File: src/rtl/stage_sequencer.sv
// Purpose : steps the shared datapath through NUM_STAGES stages per instruction, with flush,
//           halt/single-step debug control, a retire pulse and a wrapping retired-instruction count.
// Latency : all outputs registered; stage k and stage_start[k] appear one cycle after the advancing edge.
// Backpressure: blocked holds the current stage (flush still wins); halt parks at instruction boundaries.
// Ports   : clk, rst (sync, active-high); blocked, flush from control; halt_req, step from debug;
//           stage (all-ones = idle/halted), stage_start (one-hot entry strobe), halted, retire, instret.
module stage_sequencer #(
  parameter int NUM_STAGES = 5,
  parameter int STAGE_W    = 3,
  parameter int RETIRE_W   = 32
) (
  input  logic                  clk,
  input  logic                  rst,
  input  logic                  blocked,
  input  logic                  flush,
  input  logic                  halt_req,
  input  logic                  step,
  output logic [STAGE_W-1:0]    stage,
  output logic [NUM_STAGES-1:0] stage_start,
  output logic                  halted,
  output logic                  retire,
  output logic [RETIRE_W-1:0]   instret
);

  typedef enum logic [1:0] {
    S_IDLE,
    S_RUN,
    S_HALTED
  } state_t;

  localparam logic [STAGE_W-1:0] LAST_K = STAGE_W'(NUM_STAGES - 1);

  state_t             state_q, state_d;
  logic [STAGE_W-1:0] k_q, k_d;
  logic               step_armed_q, step_armed_d;
  logic               enter;      // entering RUN(k_d) on this edge
  logic               retire_d;

  always_ff @(posedge clk) begin
    if (rst) begin
      state_q      <= S_IDLE;
      k_q          <= '0;
      step_armed_q <= 1'b0;
      stage        <= '1;
      stage_start  <= '0;
      halted       <= 1'b0;
      retire       <= 1'b0;
      instret      <= '0;
    end else begin
      state_q      <= state_d;
      k_q          <= k_d;
      step_armed_q <= step_armed_d;
      // Outputs are computed from the next state so they line up with it in the following cycle.
      stage        <= (state_d == S_RUN) ? k_d : '1;
      stage_start  <= enter ? (NUM_STAGES'(1) << k_d) : '0;
      halted       <= (state_d == S_HALTED);
      retire       <= retire_d;
      if (retire_d) begin
        instret <= instret + RETIRE_W'(1);
      end
    end
  end

  always_comb begin
    state_d      = state_q;
    k_d          = k_q;
    step_armed_d = step_armed_q;
    enter        = 1'b0;
    retire_d     = 1'b0;

    unique case (state_q)
      S_IDLE: begin
        if (!blocked || flush) begin
          if (halt_req) begin
            state_d = S_HALTED;
          end else begin
            state_d = S_RUN;
            k_d     = '0;
            enter   = 1'b1;
          end
        end
      end

      S_RUN: begin
        if (flush) begin
          // Restart the instruction; step_armed survives so a stepped instruction still re-halts.
          k_d   = '0;
          enter = 1'b1;
        end else if (!blocked) begin
          if (k_q != LAST_K) begin
            k_d   = k_q + STAGE_W'(1);
            enter = 1'b1;
          end else begin
            retire_d     = 1'b1;
            step_armed_d = 1'b0;
            k_d          = '0;
            if (halt_req || step_armed_q) begin
              state_d = S_HALTED;
            end else begin
              enter = 1'b1;
            end
          end
        end
      end

      S_HALTED: begin
        // flush is deliberately ignored here: there is no instruction in flight to abort.
        if (!blocked && (step || !halt_req)) begin
          state_d = S_RUN;
          k_d     = '0;
          enter   = 1'b1;
          if (step) begin
            step_armed_d = 1'b1;
          end
        end
      end

      default: begin
        state_d = S_IDLE;
      end
    endcase
  end

endmodule

File: config.mk
export PLATFORM = sky130hd
export DESIGN_NAME = stage_sequencer
export DESIGN_NICKNAME = d
export VERILOG_FILES = /design/src/rtl/stage_sequencer.sv
export SDC_FILE = /design/constraint.sdc
export NUM_CORES = 1
export LEC_CHECK = 0
export ABC_AREA = 1
export CORE_MARGIN = 3
export CORE_UTILIZATION = 40
export DETAILED_ROUTE_END_ITERATION = 12
export PLACE_DENSITY = 0.76
export SKIP_LAST_GASP = 1
export SLEW_MARGIN = 40
export SYNTH_ARGS = -nofsm -noshare
export SYNTH_HDL_FRONTEND = slang
export SYNTH_SLANG_ARGS = --single-unit
File: constraint.sdc
create_clock -name clk -period 2.7 [get_ports clk]
set_input_delay 0.54 -clock clk [delete_from_list [all_inputs] [get_ports clk]]
set_output_delay 0.54 -clock clk [all_outputs]
set_load 0.03 [all_outputs]
# ---- Word level (Yosys, flattened, before mapping)
# Index checks and enable logic that the tools add are counted.
dict set report classes {
  mux 33
  n_bitwise 2
  div 0
  n_reduce_logical 11
  shift 1
  multipliers 0
  n_eq_ne 10
  n_addsub 2
  order_cmp 0
}
# op count
set op_table {}
lappend op_table {{$add A32 B1 Y32 const B} 1}
lappend op_table {{$mux W3} 6}
lappend op_table {{$mux W1} 16}
lappend op_table {{$mux W2} 7}
lappend op_table {{$ne A2 B2 Y1 const B} 5}
lappend op_table {{$pmux W3 S3} 1}
lappend op_table {{$pmux W2 S3} 1}
lappend op_table {{$reduce_and A6 Y1} 1}
lappend op_table {{$shl A1 B3 Y5 const A} 1}
lappend op_table {{$eq A2 B1 Y1 const B} 2}
lappend op_table {{$eq A2 B2 Y1 const B} 2}
lappend op_table {{$reduce_or A2 Y1} 2}
lappend op_table {{$add A3 B1 Y3 const B} 1}
lappend op_table {{$logic_or A1 B1 Y1} 3}
lappend op_table {{$ne A3 B3 Y1 const B} 1}
lappend op_table {{$pmux W1 S3} 1}
lappend op_table {{$logic_not A1 Y1} 2}
lappend op_table {{$logic_not A2 Y1} 1}
lappend op_table {{$not A1 Y1} 2}
lappend op_table {{$pmux W1 S2} 1}
lappend op_table {{$reduce_bool A2 Y1} 1}
lappend op_table {{$logic_and A1 B1 Y1} 1}
dict set report word_totals {
  romBits 0
  in_bits 6
  latch_bits 0
  reg_bits 48
  word_cells 67
  ramBits 0
  n_memories 0
}

# ---- Logic depth before layout (Yosys ltp)
dict set report logic_depth {
  depth_word 9
  ltp_mapped 12
  mapped_depth_nobuf 12
}

# ---- Least setup slack after synthesis
# No wires, ideal clock.
dict set report synth_path {
  path_type {register to register}
  from {register instret[1]}
  to {register instret[18]}
  setup_ps 128
  path_stages_with_launch 9
  synth_period_minus_slack_ps 1705
  n_path_buf 0
  t_arrival_ps 1577
  required_ps 2572
  slack_ps 995
  cell_sequence {dfxtp_1 ha_1 inv_1 nor2_2 nand4_2 nor2_2 nand3_1 nand2_1 nor2_1}
}
dict set report synth_via {
  elab_chain_cells 1
}
# element line
set synth_lines {}
lappend synth_lines {{start: declaration} 22} ;# output logic [RETIRE_W-1:0] instret
lappend synth_lines {{start signal: assignment} 59} ;# instret <= instret + RETIRE_W'(1);
lappend synth_lines {{$add A32 B1 Y32} 59}
# No other way between the ends.
# A chain may end at the register's enable or synchronous reset.

# ---- Worst setup path in the final report
dict set report layout_path {
  from {register instret[3]}
  to {output port instret[3]}
}
# No word-level cell between the ends.

==> results by stage <==
Outcome:
- The flow ran to the end, and the final reports show no timing, DRC or antenna violations.

Route:
- After detailed routing, the average wire length per cell comes to about 13 um.
- The first detailed-routing pass ran for 5 iterations.
- The antenna violation net count after detailed routing is 0.
- The routed layout has roughly 2700 vias.
- Wires add up to 6962 um.
- The detailed router finished its first iteration with 186 violations.
- For this run, design rule violations remaining after detail routing come to 0.
- The number of vias per cell is roughly 5.

Setup path:
- The type of destination of the critical path is an output port.
- The category of the worst setup path launch point is a flip-flop.
- On the critical path the largest part of the delay comes from buffers and inverters.
- The critical path goes through clkdlybuf4s50_1.
- The end of the worst register-to-register path is instret[16].
- The slowest library cell on the worst path is sky130_fd_sc_hd__clkdlybuf4s50_1.
- At the worst endpoint, the arrival time is 1510 ps.
- Setup slack on the worst reg-to-reg path comes out at 830 ps.
- The total buffers and inverters traversed by the critical path is 1.
- The startpoint identified for the worst register-to-register timing path is k_q[0].
- The critical path class is flip-flop to output port.
- The critical path's largest stage delay is around 720 ps.
- In this run the number of cells on the critical path is 1.
- The depth of the worst register-to-register path is 11.
- Along the worst path, the maximum fanout reaches 5.
- The worst path required time is 2160 ps.

Clocking:
- After clock tree synthesis, the flow added hold-fix buffers numbering 0.
- The buffer levels on the longest clock path is 2.
- TritonCTS built the clock tree.
- The number of clock buffers added by TritonCTS is 5.
- The count of buffers added by post-CTS timing repair for setup is 0.
- After clock tree synthesis, the repair step resized 0 gates.
- In this run the clock root is driven by a sky130_fd_sc_hd__clkbuf_8.
- The H-tree level count is 2.
- Clock-pin slew was measured on the worst setup and hold paths at 100 ps.
- CTS saw 48 sinks.
- The clock reaches the later pin of the worst-skew pair after 310 ps.

STA:
- Setup repair after global routing left no endpoint under its margin.
- The total of endpoints with negative setup slack in the final report is 0.
- In the final timing run, aggregate negative setup slack is 0 ps.
- The highest clock frequency the design can meet is 488.7 MHz.
- The worst setup slack after layout is ~650 ps.
- The final-report hold violation count is 0.
- The maximum clock skew at final layout is a little over 10 ps.
- The post-layout minimum cycle time is 2046 ps.
- Measured against its own limit, the worst slew margin works out to about two thirds.
- Of the available clock period, the critical path in the final layout requires 75.79%.
- For the pin with the worst max-slew slack, the measured transition is slightly below 500 ps.
- The max-slew violation total from the final report is 0.

Min path:
- The path with the worst hold slack has its endpoint at step_armed_q.
- The path type of the worst min-delay path is flip-flop to flip-flop.
- The cell depth of the worst hold path is 2.
- The startpoint identified for the worst hold timing path is step_armed_q.

GRT:
- Global routing finished with a remaining overflow of 0.
- The initial antenna violation count is 0.
- The first-pass GRT wire length is 11860 um.
- Entering global routing, the biggest net connects 22 pins.
- The via count of the first global-routing pass is between 2000 and 3000.
- The total routing usage reported by global routing is 19.43%.

Layout:
- The total number of nets in the final design is 479.
- The fraction of final layout cells sized beyond drive strength 1 is 5.308%.
- 0 antenna diodes ended up in the layout.
- The sequential cells in the finished layout cover a total of 960.9 um^2.
- The area of combinational cells with multiple inputs is 1433 um^2.
- Leaving out fill and tap cells, the most frequent cell in the layout is sky130_fd_sc_hd__nand2_1.
- Leaving out fill and tap cells, the most frequent cells in the layout are 136 x sky130_fd_sc_hd__nand2_1, 82 x sky130_fd_sc_hd__nor2_1, 51 x sky130_fd_sc_hd__inv_1.
- The fill cell instance count of the final layout is 604.
- The synthesis-to-layout area growth is 26.05%.

Yosys:
- The number of nets handed over by synthesis was ~430.
- The mapped netlist covers 2623 um^2.
- By area, the combinational part of the netlist is dominated by simple AND/OR/NAND/NOR gates.
- Yosys printed 0 warnings.
- The post-synthesis sequential element count is 48.
- The adder-cell area share of the yosys netlist is 1.431%.
- After technology mapping, the gate count stands at between 400 and 500.
- A synthesized cell averages between 6 and 7 um^2.
- The portion of synthesized area spent on multiplexers is 0%.
- The proportion of synthesized chip area in sequential cells is 36.64%.
- The area fraction in compound gates after synthesis is 6.870%.
- The number of distinct library cell variants in the gate-level netlist after synthesis is 31.
- Of the total synthesized cell area, the portion taken by XOR and XNOR cells is 1.336%.
- The simple-gate portion of the synthesized area is 44.99%.

Pwr:
- The post-route total power is 1418 uW.
- The clock network is responsible for between 30% and 40% of the overall power.
- The total power divided by cell area is 428.9 nW/um^2.
- The switching share of power is between 20% and 30%.
- Summed over all nets, the switching power comes to 346.5 uW.
- The share of total power in combinational logic is 8.9%.
- The worst vdd rail ir drop is 0.0002377 V.
- The design internal power is between 1000 and 1500 uW.
- Summed over all cells, the static leakage comes to roughly 0.0013 uW.
- Sequential cells account for around half of the total power.

Floorplanning:
- The cell row count is 28.
- The floorplan step set the die width to just under 90 um.
- The area enclosed by the die boundary is approximately 7600 um^2.
- In this run the vertical extent of the chip is 86.97 um.
- The area of the core region is 6131 um^2.
- For this configuration, the core starts out at a cell density of 42.78%.
- The number of top-level design ports is 48.

Placed design:
- The number of buffer cells added on primary ports is 47.
- Summed over all nets, the half-perimeter wirelength after detailed placement is 5331 um.
- The pre-CTS setup slack is 369.8 ps.
- The routability congestion estimate from global placement is 0.8512.

Flow run:
- The count of max-cap constraint violations is 0.
[flip-flops by register name, summed over array words and instances (netlist names)]
register,count
halted,1
state_q,2
k_q,3
retire,1
stage_start,5
instret,32
step_armed_q,1
stage,3
[Yosys cell counts (all sizes together)]
library cell | n | share of area [%]
dfxtp | 48 | 37
o21a | 1 | 0.29
clkinv | 1 | 0.14
buf | 2 | 0.38
nor3 | 3 | 0.57
nor3b | 1 | 0.29
nand2 | 137 | 20
ha | 3 | 1.4
a21oi | 17 | 3.2
o211ai | 2 | 0.57
clkbuf | 2 | 0.29
and2 | 2 | 0.48
a22o | 1 | 0.33
o31ai | 1 | 0.29
nand3 | 28 | 6.2
o21ai | 10 | 1.9
xor2 | 2 | 0.67
inv | 54 | 7.9
nand4 | 11 | 2.9
nor2 | 89 | 15
xnor2 | 2 | 0.67
a31oi | 1 | 0.24
[area by class of cell]
class,count,share of cell area (%)
Timing Repair Buffer,49,14.69
Inverter,55,6.397
Sequential cell,48,29.07
Tap cell,75,2.839
Clock buffer,6,2.498
Multi-Input combinational cell,311,43.34
Clock inverter,2,1.173
[per-layer routing]
layer  up-vias  routed length [um]  part of all wire (%)  global-route usage (%)
met2        74                3137                    45                   31.06
met1      1252                3403                    49                   27.46
met4         0                  61                  0.88                   3.399
li1       1408                   -                     -                       -
met5         -                   0                     0                       0
met3         7                 359                   5.2                   3.690
[through the flow]
step / hold slack, ps / utilization [%] / instance area, um^2 / std cells
floorplan: 432.0 / - / 2623 / 418
global placement: 447.5 / 51.94 / 3184 / 538
detailed placement: 457.6 / 51.94 / 3184 / 538
CTS: 471.9 / 53.92 / 3306 / 546
global route: 517.7 / 53.92 / 3306 / 546
finish: 475.2 / 53.92 / 3306 / 546
[how the worst max path moves through the flow]
stage / from / endpoint / slack, ps
3_5_place_dp: blocked / instret[16] / 370
5_1_grt: blocked / instret[16] / 500
2_1_floorplan: instret[1] / instret[18] / 1000
6_report: instret[3] / instret[3] / 650
4_1_cts: instret[3] / instret[3] / 640
3_3_place_gp: blocked / instret[16] / 440
[cell families after synthesis]
family / count (synthesis)
xor gates and xnor gates: 4
AOI/OAI and AO/OA: 33
buffers and inverters: 59
adders and majority gates: 3
and+or+nand+nor: 271
DFF: 48
[power by group through the flow]
stage / combinational [uW] / clock [uW] / sequential (uW)
finish: 127 / 560 / 731
global placement: 125 / 0 / 747
floorplan: 60.3 / 0 / 766
detailed placement: 126 / 0 / 747
CTS: 127 / 564 / 731
global route: 142 / 594 / 733
(Power assumes the default switching activity.)
